**config.mk**
```make
export PLATFORM = sky130hd
export DESIGN_NAME = vga_scan_addr_gen
export DESIGN_NICKNAME = d
export VERILOG_FILES = /design/src/rtl/vga_scan_addr_gen.sv
export SDC_FILE = /design/constraint.sdc
export NUM_CORES = 1
export LEC_CHECK = 0
export ABC_CLOCK_PERIOD_IN_PS = 5990
export BUFFER_PORTS_ARGS = -buffer_cell sky130_fd_sc_hd__buf_2
export CORE_ASPECT_RATIO = 1.25
export CORE_MARGIN = 2
export CORE_UTILIZATION = 62
export CTS_CLUSTER_DIAMETER = 200
export DETAILED_ROUTE_END_ITERATION = 6
export PLACE_DENSITY_LB_ADDON = 0.3
export SLEW_MARGIN = 10
export SYNTH_ARGS = -nofsm -noshare
export SYNTH_HDL_FRONTEND = slang
export SYNTH_SLANG_ARGS = --single-unit
```
**constraint.sdc**
```tcl
create_clock -name clk -period 5.99 [get_ports clk]
set_input_delay 1.198 -clock clk [delete_from_list [all_inputs] [get_ports clk]]
set_output_delay 1.198 -clock clk [all_outputs]
set_load 0.02 [all_outputs]
```
**src/rtl/vga_scan_addr_gen.sv**
```systemverilog
// Address sequencer sweeping 0..DEPTH-1 with a programmable window strobe.
// Optional advance prescaler enabled by defining SCAN_ADDR_PRESCALE_EN.
module vga_scan_addr_gen #(
    parameter int unsigned ADDR_W     = 10,
    parameter int unsigned DEPTH      = 1024,
    parameter int unsigned WIN_LO_DEF = 701,
    parameter int unsigned WIN_HI_DEF = 1023,
    parameter int unsigned PRESCALE   = 1
) (
    input  logic              clk,
    input  logic              rst_n,
    input  logic              start,
    input  logic              stop,
    input  logic              one_shot,
    input  logic [ADDR_W-1:0] step,
    input  logic [ADDR_W-1:0] win_lo,
    input  logic [ADDR_W-1:0] win_hi,
    output logic [ADDR_W-1:0] vga_add,
    output logic              addr_valid,
    output logic              vga_write_rom_value,
    output logic              wrap,
    output logic              done,
    output logic              busy
);

`ifdef SCAN_ADDR_PRESCALE_EN
    localparam int unsigned PreN = (PRESCALE > 1) ? PRESCALE : 1;
`else
    // Without the feature every clock is an advance, whatever PRESCALE says.
    localparam int unsigned PreN = (PRESCALE > 0) ? 1 : 1;
`endif
    localparam int unsigned PreW = (PreN > 1) ? $clog2(PreN) : 1;

    localparam logic [ADDR_W:0]   DepthX = (ADDR_W + 1)'(DEPTH);
    localparam logic [ADDR_W-1:0] LoDef  = ADDR_W'(WIN_LO_DEF);
    localparam logic [ADDR_W-1:0] HiDef  = ADDR_W'(WIN_HI_DEF);
    localparam logic [ADDR_W-1:0] OneW   = ADDR_W'(1);

    typedef enum logic [1:0] {StIdle, StRun, StDone} state_e;

    state_e            state_q;
    logic [ADDR_W-1:0] step_q, lo_q, hi_q;
    logic              one_shot_q;
    logic [PreW-1:0]   pre_q;

    logic [ADDR_W:0]   sum;
    logic [ADDR_W-1:0] next_add;
    logic              at_end;
    logic              advance;

    function automatic logic in_window(input logic [ADDR_W-1:0] a,
                                       input logic [ADDR_W-1:0] lo,
                                       input logic [ADDR_W-1:0] hi);
        if (lo <= hi) return (a >= lo) && (a <= hi);
        else          return (a >= lo) || (a <= hi);
    endfunction

    always_comb begin
        sum      = {1'b0, vga_add} + {1'b0, step_q};
        at_end   = (sum >= DepthX);
        next_add = at_end ? ADDR_W'(sum - DepthX) : sum[ADDR_W-1:0];
        advance  = (pre_q == PreW'(PreN - 1));
    end

    always_ff @(posedge clk or negedge rst_n) begin
        if (!rst_n) begin
            pre_q <= '0;
        end else if (stop || state_q != StRun || advance) begin
            pre_q <= '0;
        end else begin
            pre_q <= pre_q + PreW'(1);
        end
    end

    always_ff @(posedge clk or negedge rst_n) begin
        if (!rst_n) begin
            state_q             <= StIdle;
            step_q              <= OneW;
            lo_q                <= LoDef;
            hi_q                <= HiDef;
            one_shot_q          <= 1'b0;
            vga_add             <= '0;
            addr_valid          <= 1'b0;
            vga_write_rom_value <= 1'b0;
            wrap                <= 1'b0;
            done                <= 1'b0;
            busy                <= 1'b0;
        end else begin
            wrap <= 1'b0;
            done <= 1'b0;
            if (stop) begin
                // Abort: address holds, everything else drops.
                state_q             <= StIdle;
                addr_valid          <= 1'b0;
                vga_write_rom_value <= 1'b0;
                busy                <= 1'b0;
            end else begin
                unique case (state_q)
                    StIdle: begin
                        if (start) begin
                            step_q              <= (step == '0) ? OneW : step;
                            lo_q                <= win_lo;
                            hi_q                <= win_hi;
                            one_shot_q          <= one_shot;
                            vga_add             <= '0;
                            addr_valid          <= 1'b1;
                            busy                <= 1'b1;
                            vga_write_rom_value <= in_window('0, win_lo, win_hi);
                            state_q             <= StRun;
                        end
                    end
                    StRun: begin
                        if (advance) begin
                            if (at_end && one_shot_q) begin
                                state_q             <= StDone;
                                addr_valid          <= 1'b0;
                                busy                <= 1'b0;
                                vga_write_rom_value <= 1'b0;
                                done                <= 1'b1;
                            end else begin
                                vga_add             <= next_add;
                                wrap                <= at_end;
                                vga_write_rom_value <= in_window(next_add, lo_q, hi_q);
                            end
                        end
                    end
                    StDone:  state_q <= StIdle;
                    default: state_q <= StIdle;
                endcase
            end
        end
    end

endmodule

```
==> flow_summary.ini, run 1 <==
[cells_and_area]
finalInstanceArea_sq_mm = 0.00368
n_antenna_cell = 0
drive_gt1_share_pct = 19.5
area_growth_pct = 12.1
layout.cells.non_filler = 483
fillerInstances = 392
nets = 504

[route]
drc = 0
drtIter0Drc = 139
dr.pass1.iters = 4
antenna_left = 0
routed_via_density = 5.71
postRouteWirelength_microns = 7260
via_count = 2758
wl_per_cell_microns = 15.0

[critical_path]
crit_path_top_delay_cell = dfstp_2
path_class = register to register
endpoint_kind = register
critPathMaxFanout = 3
critPathArrivalTime_ns = 3.54
cp_cell_sequence = ha_1, inv_1, fa_1, nand2b_1, a21oi_1, nor2b_1, xnor2_1, ha_1, o21ai_0, o21ai_0, o2111a_1, a221o_1, a32oi_1, o31ai_1
critical-path-top-delay-family = compound AO/OA/AOI/OAI gates
worstPathRequired_ns = 6.19
cp.buffers_inverters = 1
start_kind = register
cpPeakStageDelay_ns = 0.54

[clock_tree]
worstSkewPairLatency_ns = 0.31
clock-sinks = 48
cts_tree = built
htree_levels = 2
root_buffer = clkbuf_8
numCtsBuffers = 5
clk_pin_slew_ns = 0.09
cts_setup_buffers = 0
cts_resized = 0
clk_path_buf_depth = 2
hold_buffers = 0

[synthesis]
synth_top_family_by_area = adder cells
netlist_top_cells_area = dfrtp_1 (23%), ha_1 (18%), dfstp_2 (14%)
synth_adder_area_share_pct = 18.9
synth_edf_count = 0
yosys.cell_types.count = 48
synthMuxAreaShare_pct = 0
synthArstFlopShare_pct = 100
synth_area_sq_mm = 0.00329
yosys-top-cells-count = nand2_1 (65), ha_1 (48), inv_1 (41), o21ai_0 (37), dfrtp_1 (30)
synth_top_area_share_pct = 22.8
synth_top_cell_by_area = dfrtp_1
synth_nets = 456
yosys_warnings = 0
synthCells = 372
syn_area_per_cell_sq_um = 8.83
ys_seq_elements = 48
ys_seq_area_share_pct = 37.2
synth_xor_area_share_pct = 1.87
synth_compound_area_share_pct = 17.7
ys.flop_type = dfrtp_1
synth_simple_gate_area_share_pct = 18.1
yosysMostFrequentCell = nand2_1

[grt]
grt_usage_pct = 26.1
grt_max_degree = 49
overflow = 0
grt_pass1_wl_microns = 12400
grt_pass1_vias = 2771
antenna_found_initial = 0

[floorplanning]
start_util_pct = 64.7
die_area_sq_mm = 0.00590
coreArea_sq_mm = 0.00508
rows = 29
die_x_microns = 69.1
die_h_microns = 85.4
boundaryPins = 50

[outcome]
outcome = finished clean

[timing]
worst_slew_pin_slew_ns = 1.04
slew_headroom_pct = 30.7
fin_tns_setup_ns = 0
hold_violations = 0
finalCriticalPeriod_ns = 3.34
maxSlewViolCount = 0
setup_viol = 0
fmaxAchievable_mhz = 299
fin_crit_sh_pct = 55.8
clock_skew_ns = 0.00852
rsz0062_at_grt = false

[job]
drv_cap = 0

[pwr]
powerDensity_mw_per_mm2 = 328
leakage_nw = 1.96
peakVddDrop_mv = 0.202
report.power.total_mw = 1.21

[placement]
port_buffers = 49
dp_cells = 475
gp_congestion = 0.950
place_hpwl_microns = 5570
placed_cell_area_sq_mm = 0.00358

[worst_hold_path]
hp-class = register to register
## flip-flops by register name, summed over array words and instances (netlist names), 2 cells and up
| name | cells |
|---|---|
| hi_q | 10 |
| step_q | 10 |
| vga_add | 10 |
| state_q | 2 |
| lo_q | 10 |
## through the flow
stage          setup WS (ns)  util, %  hold slack (ns)
2_1_floorplan           2.92        -            0.427
3_3_place_gp            2.77     70.4            0.452
3_5_place_dp            2.68     70.4            0.459
4_1_cts                 2.63     72.5            0.471
5_1_grt                 2.35     72.5            0.486
6_report                2.65     72.5            0.475
## final timing paths
kind / startpoint / end / slack, ns / cells after the start
setup / recovery: step_q[0]$_DFFE_PN1P_ / vga_write_rom_value$_DFFE_PN0P_ / 2.65 / 14
hold / removal: one_shot_q$_DFFE_PN0P_ / wrap$_DFF_PN0_ / 0.47 / 1
setup reg to reg: step_q[0]$_DFFE_PN1P_ / vga_write_rom_value$_DFFE_PN0P_ / 2.65 / 14
hold reg to reg: one_shot_q$_DFFE_PN0P_ / wrap$_DFF_PN0_ / 0.47 / 1
max in group asynchronous: rst_n / lo_q[6]$_DFFE_PN0P_ / 4.28 / 1
min in group asynchronous: rst_n / vga_add[1]$_DFFE_PN0P_ / 1.06 / 1
## layout make-up
class | instances | area, sq um | area share (%)
Multi-Input combinational cell | 274 | 1870 | 50.7
Sequential cell | 48 | 1220 | 33.2
Timing Repair Buffer | 50 | 253 | 6.86
Inverter | 41 | 154 | 4.18
Tap cell | 62 | 77.6 | 2.11
Clock buffer | 6 | 72.6 | 1.97
Clock inverter | 2 | 35.0 | 0.951
## routing by layer
metal | share of wire, % | vias up | global-route usage, %
met4 | 1.9 | 0 | 8.91
met1 | 45 | 1300 | 32.4
li1 | - | 1393 | -
met5 | 0 | - | 0
met3 | 3.2 | 11 | 4.28
met2 | 50 | 54 | 46.1
## kinds of logic after synthesis
kind of cell | after synthesis
AO/OA/AOI/OAI | 90
flip-flops | 48
buffers and inverters | 50
XOR/XNOR | 7
adder cells (fa/ha/maj) | 49
other | 1
AND/OR/NAND/NOR | 127
## power by group
group	leakage [nW]	switching [mW]	internal, mW
clock network	0.0552	0.112	0.124
registers	0.577	0.0338	0.392
logic	1.33	0.320	0.225
## cell usage in the layout (no fill, tap or decap), types with 2 or more instances in the layout
cell type / count
o31ai_1: 2
or3_1: 2
or2_2: 2
a21oi_1: 13
dfstp_2: 18
o21ai_0: 37
nand2_1: 65
o211ai_1: 2
a21o_1: 13
nor2_1: 12
a32oi_1: 2
and3_1: 5
inv_1: 41
nor3_1: 9
a221oi_1: 3
or4_1: 2
xnor2_1: 6
nor4_1: 3
o221ai_1: 2
nand3_1: 7
a21boi_0: 2
dfrtp_1: 30
clkbuf_8: 5
o21bai_1: 2
a211oi_1: 3
nor2b_1: 3
nand3b_1: 2
ha_1: 48
nand4_1: 3
buf_2: 49
nand2b_1: 7
Power figures use the tool's default switching activity.
==> inputs of run 2 (changes only) <==
--- a/config.mk
+++ b/config.mk
@@ -5,11 +5,12 @@
 export SDC_FILE = /design/constraint.sdc
 export NUM_CORES = 1
 export LEC_CHECK = 0
-export ABC_CLOCK_PERIOD_IN_PS = 5990
+export ABC_AREA = 1
+export ABC_CLOCK_PERIOD_IN_PS = 2740
 export BUFFER_PORTS_ARGS = -buffer_cell sky130_fd_sc_hd__buf_2
 export CORE_ASPECT_RATIO = 1.25
 export CORE_MARGIN = 2
-export CORE_UTILIZATION = 62
+export CORE_UTILIZATION = 52
 export CTS_CLUSTER_DIAMETER = 200
 export DETAILED_ROUTE_END_ITERATION = 6
 export PLACE_DENSITY_LB_ADDON = 0.3
==> constraint.sdc (replaced) <==
create_clock -name clk -period 2.74 [get_ports clk]
set_input_delay 0.548 -clock clk [delete_from_list [all_inputs] [get_ports clk]]
set_output_delay 0.548 -clock clk [all_outputs]
set_load 0.02 [all_outputs]
==> run 2 against run 1 <==
Compared with the run above: largest power group unchanged; combinational power grew to 3.9 times the previous value; global-route usage is 2.7 points lower; critical path depth is 7 higher; the flow now finishes with violations (setup timing); synthesized cell count is 16% higher; sequential share of layout area is 4.6 points lower; clock skew is 0.0013 ns higher; count of clock-buffer cells in the layout stayed put; non-clock buffer count is 34 higher.
==> flow_summary.ini, run 2 <==
[floorplanning]
die_x_microns = 76.5
coreArea_sq_mm = 0.00648
die_area_sq_mm = 0.00725
start_util_pct = 52.8
rows = 33
boundaryPins = 50
die_h_microns = 94.7

[grt]
use_met2_pct = 44.4
globalRouteMet1Util_pct = 26.8
grt_max_degree = 43
grt_pass1_vias = 3123
top_usage_layer = met2
antenna_found_initial = 0
overflow = 0
grt_usage_pct = 23.4
met3_usage_pct = 3.63
grt_pass1_wl_microns = 13600

[placement]
gp_congestion = 0.893
place_hpwl_microns = 6340
port_buffers = 49
pre_cts_ws_ns = -0.272

[timing]
worst_slew_pin_slew_ns = 0.794
worst_slack_ns = -0.210
fin_crit_sh_pct = 108
maxSlewViolCount = 0
hold_violations = 0
slew_headroom_pct = 46.6
finalCriticalPeriod_ns = 2.95
setup_viol = 1
fin_tns_setup_ns = -0.210
clock_skew_ns = 0.00985
rsz0062_at_grt = true
fmaxAchievable_mhz = 339

[clock_tree]
worstSkewPairLatency_ns = 0.31
hold_buffers = 0
root_buffer = clkbuf_8
clk_path_buf_depth = 2
cts_tree = built
clock-sinks = 48
htree_levels = 2
clk_pin_slew_ns = 0.10
numCtsBuffers = 5

[synthesis]
yosys.cell_types.count = 39
ys.flop_type = dfrtp_1
synthArstFlopShare_pct = 100
ys_seq_elements = 48
yosys-top-cells-count = nand2_1 (87), inv_1 (83), ha_1 (48), dfrtp_1 (30), nor2_1 (29)
syn_area_per_cell_sq_um = 7.94
yosys_warnings = 0
synthCells = 431
synth_area_sq_mm = 0.00342
synth_top_cell_by_area = dfrtp_1
synth_top_area_share_pct = 21.9
synth_nets = 515
netlist_top_cells_area = dfrtp_1 (22%), ha_1 (18%), dfstp_2 (14%)
yosysMostFrequentCell = nand2_1
synth_edf_count = 0
ys_seq_area_share_pct = 35.8

[route]
dr.pass1.iters = 4
antenna_left = 0
routed_via_density = 5.10
drc = 0
drtIter0Drc = 149
via_count = 3082
wl_per_cell_microns = 13.6
postRouteWirelength_microns = 8200

[pwr]
leakage_nw = 2.39
intPower_mw = 2.19
power_frac_comb_pct = 56.4
clock_power_share_pct = 16.3
p_sw_share_pct = 41.6
powerDensity_mw_per_mm2 = 877
p_seq_share_pct = 27.2
power_switching_mw = 1.56
peakVddDrop_mv = 0.360

[critical_path]
worstPathRequired_ns = 2.95
start_kind = register
reg2regPathDepth = 21
endpoint_kind = register
path_class = register to register
crit_path_top_delay_cell = dfstp_2
r2r-start = step_q[0]$_DFFE_PN1P_
cp_cell_sequence = ha_4, inv_2, fa_2, inv_2, nand2_2, nand2_2, nand2_4, buf_6, xor2_2, ha_1, nand2_2, o21bai_1, nand3_1, a21oi_1, nand2_1, nand2_1, nand2_2, o21ai_2, clkinv_1, nand2_2, a21oi_2
cpPeakStageDelay_ns = 0.56
path_common_cell = nand2_2
critPathMaxFanout = 2
critPathArrivalTime_ns = 3.16
reg2reg_to = vga_write_rom_value$_DFFE_PN0P_
regToRegSetupSlack_ns = -0.21

[cells_and_area]
fillerInstances = 551
n_antenna_cell = 0
nets = 600
area_growth_pct = 25.2
drive_gt1_share_pct = 29.0
final_cell_mix = nand2_1 (82), inv_1 (79), buf_2 (49), ha_1 (46), buf_4 (33)
layout_commonest_cell = nand2_1

[outcome]
outcome = finished, violations left
violations = setup timing

[worst_hold_path]
hp-class = input port to async pin

[job]
drv_cap = 0
-- run 2: cell types whose count changed after synthesis, moves of 5 or more --
cell,previous run,this run
nand2_1,65,87
a21o_1,13,0
nor2_1,12,29
nand2b_1,7,0
nand3_1,7,13
o21ai_1,0,9
inv_1,41,83
and3_1,5,0
o21ai_0,37,26
a21oi_1,13,25
-- run 2: worst max-delay path: cells and delay by family (launching register included) --
family | cells | cell delay, ns
AOI/OAI and AO/OA | 4 | 0.41
xor gates and xnor gates | 1 | 0.14
adders and majority gates | 3 | 0.80
buffers and inverters | 4 | 0.30
DFF | 1 | 0.56
and+or+nand+nor | 9 | 0.65
-- run 2: power by group through the flow --
stage | logic [mW] | clock network [mW] | registers, mW
final | 2.12 | 0.613 | 1.02
after global routing | 2.41 | 0.647 | 1.04
after CTS | 1.95 | 0.626 | 1.02
after detailed placement | 1.91 | 0 | 1.03
after global placement | 1.83 | 0 | 1.02
after floorplan | 1.19 | 0 | 1.07
-- run 2: cell families after synthesis --
logic type / after synthesis / synth area share (%)
and+or+nand+nor: 155 / 19.6
buffers and inverters: 91 / 10.1
AOI/OAI and AO/OA: 79 / 14.0
adders and majority gates: 49 / 18.1
DFF: 48 / 35.8
xor gates and xnor gates: 5 / 1.28
muxes: 3 / 0.987
other: 1 / 0.110
-- run 2: stage by stage --
step | instance area [sq um] | hold WS, ns | power, mW | util, % | instances
2_1_floorplan | 3440 | 0.252 | 2.26 | - | 431
3_3_place_gp | 3980 | 0.480 | 2.85 | 61.5 | 588
3_5_place_dp | 3980 | 0.486 | 2.94 | 61.5 | 588
4_1_cts | 4130 | 0.228 | 3.60 | 63.8 | 598
5_1_grt | 4280 | 0.257 | 4.10 | 66.1 | 604
6_report | 4280 | 0.210 | 3.76 | 66.1 | 604
-- run 2: metal layers --
metal	routed length, microns	vias to the layer above
met2	4330	67
met3	309	12
met4	121	0
met5	0	-
li1	-	1567
met1	3440	1436
-- run 2: repair_timing --
action / in CTS / in global routing
resized for setup: 3 / 23
setup endpoints to repair: 1 / 7
setup buffers: 2 / 5
pin swaps: 3 / 18
gates cloned: 0 / 1
-- run 2: how the worst max path moves through the flow --
| stage | start | endpoint | cells after the start |
|---|---|---|---|
| 2_1_floorplan | step_q[0]$_DFFE_PN1P_ | vga_write_rom_value$_DFFE_PN0P_ | 23 |
| 3_3_place_gp | step_q[0]$_DFFE_PN1P_ | vga_write_rom_value$_DFFE_PN0P_ | 25 |
| 3_5_place_dp | step_q[0]$_DFFE_PN1P_ | vga_write_rom_value$_DFFE_PN0P_ | 23 |
| 4_1_cts | step_q[0]$_DFFE_PN1P_ | vga_write_rom_value$_DFFE_PN0P_ | 23 |
| 5_1_grt | step_q[0]$_DFFE_PN1P_ | vga_write_rom_value$_DFFE_PN0P_ | 24 |
| 6_report | step_q[0]$_DFFE_PN1P_ | vga_write_rom_value$_DFFE_PN0P_ | 21 |
-- run 2: cell type report --
cell class	count	area [sq um]	share of cell area (%)
clock buffer	6	72.6	1.69
sequential	48	1220	28.6
tap	87	109	2.54
clock inverter	2	60.1	1.40
timing repair buffer	84	524	12.2
inverter	84	315	7.36
multi-input combinational	293	1980	46.2
==> inputs of run 3 (changes only) <==
--- a/config.mk
+++ b/config.mk
@@ -5,12 +5,13 @@
 export SDC_FILE = /design/constraint.sdc
 export NUM_CORES = 1
 export LEC_CHECK = 0
-export ABC_AREA = 1
 export ABC_CLOCK_PERIOD_IN_PS = 2740
 export BUFFER_PORTS_ARGS = -buffer_cell sky130_fd_sc_hd__buf_2
+export CELL_PAD_IN_SITES_DETAIL_PLACEMENT = 0
+export CELL_PAD_IN_SITES_GLOBAL_PLACEMENT = 1
 export CORE_ASPECT_RATIO = 1.25
 export CORE_MARGIN = 2
-export CORE_UTILIZATION = 52
+export CORE_UTILIZATION = 35
 export CTS_CLUSTER_DIAMETER = 200
 export DETAILED_ROUTE_END_ITERATION = 6
 export PLACE_DENSITY_LB_ADDON = 0.3
==> run 3 against run 2 <==
Compared with the run above: the flow still finishes with violations (setup timing); combinational power down 24%; hold slack better by 0.18 ns; design area up 1.1%; largest cell class unchanged.
==> flow_summary.ini, run 3 (same netlist as run 1, synthesis figures left out) <==
[placement]
port_buffers = 49
dp_cells = 568
place_hpwl_microns = 6350
pre_cts_ws_ns = -0.420
gp_congestion = 0.831

[grt]
overflow = 0
antenna_found_initial = 0
grt_max_degree = 50
grt_pass1_vias = 2908
grt_pass1_wl_microns = 13900
grt_usage_pct = 16.7

[timing]
worst_slack_ns = -0.298
setup_viol = 1
fin_tns_setup_ns = -0.298
hold_ws_ns = 0.394
fmaxAchievable_mhz = 329
rsz0062_at_grt = true
fin_crit_sh_pct = 111
finalCriticalPeriod_ns = 3.04
slew_headroom_pct = 39.7
worst_slew_pin_slew_ns = 0.904
maxSlewViolCount = 0
hold_violations = 0
clock_skew_ns = 0.00309

[route]
postRouteWirelength_microns = 8480
met1_length_microns = 3920
via_count = 2893
wl_per_cell_microns = 14.4
drc = 0
routed_via_density = 4.93
dr.pass1.iters = 4
wl_met2_microns = 4190
antenna_left = 0
drtIter0Drc = 130
highest_layer = met4
wl_met3_microns = 273

[critical_path]
start_kind = register
endpoint_kind = register
path_class = register to register
critPathArrivalTime_ns = 3.23
critPathMaxFanout = 3
worstPathRequired_ns = 2.94
cp.buffers_inverters = 1
cpPeakStageDelay_ns = 0.55
crit_path_top_delay_cell = dfstp_2
critical-path-top-delay-family = simple AND/OR/NAND/NOR gates
cp_cell_sequence = ha_4, inv_2, fa_2, nand2b_4, a21oi_4, nor2b_2, xnor2_2, ha_1, nand3_2, or4_4, o221ai_2, a21oi_1, o31ai_1

[clock_tree]
hold_buffers = 0
clk_pin_slew_ns = 0.07
clk_path_buf_depth = 2
htree_levels = 2
numCtsBuffers = 5
clock-sinks = 48
cts_tree = built
root_buffer = clkbuf_16
worstSkewPairLatency_ns = 0.29

[outcome]
outcome = finished, violations left
violations = setup timing

[pwr]
powerDensity_mw_per_mm2 = 751
leakage_nw = 2.24
peakVddDrop_mv = 0.364

[cells_and_area]
nets = 547
layout.cells.non_filler = 587
area_growth_pct = 31.8
layout_commonest_cell = nand2_1
final_cell_mix = nand2_1 (65), buf_2 (49), ha_1 (45), buf_4 (41), inv_1 (40)
drive_gt1_share_pct = 33.0
n_antenna_cell = 0

[floorplanning]
die_x_microns = 90.7
coreArea_sq_mm = 0.00913
die_area_sq_mm = 0.0102
boundaryPins = 50
rows = 39
die_h_microns = 112
start_util_pct = 36.0

[worst_hold_path]
hp-class = input port to async pin

[job]
drv_cap = 0
run 3: changes by cell type in the layout (fill, tap and decap cells not counted), sizes merged, moves of 8 or more:
cell and delta:
a21oi -14, buf +8, a21o +12, inv -42, nor2 -18, nand2 -28
run 3: metrics by stage:
| step | total power, mW | cell area (sq um) | utilization, % |
|---|---|---|---|
| floorplan | 1.80 | 3310 | - |
| global placement | 2.30 | 3920 | 42.9 |
| CTS | 3.11 | 4140 | 45.4 |
| detailed placement | 2.33 | 3920 | 42.9 |
| finish | 3.25 | 4330 | 47.5 |
| global route | 3.50 | 4330 | 47.5 |
run 3: routing by layer:
layer	vias up	global-route usage, %
met4	0	4.31
li1	1474	-
met1	1361	21.9
met3	7	2.55
met5	-	0
met2	51	28.7
run 3: area by class of cell:
class | count | area [sq um]
inverter | 41 | 154
sequential | 48 | 1220
multi-input combinational | 275 | 2050
clock inverter | 3 | 42.5
fill | 916 | 4790
timing repair buffer | 92 | 584
tap | 123 | 154
clock buffer | 5 | 125
run 3: power by group:
group / leakage, nW / switching (mW) / internal [mW]
combinational: 1.58 / 0.852 / 0.762
clock: 0.0798 / 0.274 / 0.429
sequential: 0.575 / 0.0771 / 0.857
run 3: what timing repair did:
action,4_1_cts,5_1_grt
pin swaps,14,18
setup endpoints to repair,1,8
buffers inserted,1,9
gates cloned,0,1
endpoints found under the hold margin,0,0
resized for setup,11,21
run 3: worst reg2reg max path, stage by stage, from the launching register on:
cell and delay (ns):
dfstp_2 0.55, ha_4 0.14, inv_2 0.03, fa_2 0.33, nand2b_4 0.17, a21oi_4 0.14, nor2b_2 0.07, xnor2_2 0.15
ha_1 0.33, nand3_2 0.09, or4_4 0.52, o221ai_2 0.17, a21oi_1 0.06, o31ai_1 0.19
run 3: path summary, 6_finish.rpt:
kind / slack [ns] / endpoint / cells past startpoint / from
min in group clk: 0.44 / one_shot_q$_DFFE_PN0P_ / 3 / one_shot
max in group asynchronous: 1.65 / hi_q[8]$_DFFE_PN1P_ / 2 / rst_n
worst min register to register: 0.46 / wrap$_DFF_PN0_ / 1 / one_shot_q$_DFFE_PN0P_
worst min-delay path: 0.39 / vga_add[2]$_DFFE_PN0P_ / 1 / rst_n
worst max register to register: -0.30 / vga_write_rom_value$_DFFE_PN0P_ / 13 / step_q[0]$_DFFE_PN1P_
worst max-delay path: -0.30 / vga_write_rom_value$_DFFE_PN0P_ / 13 / step_q[0]$_DFFE_PN1P_
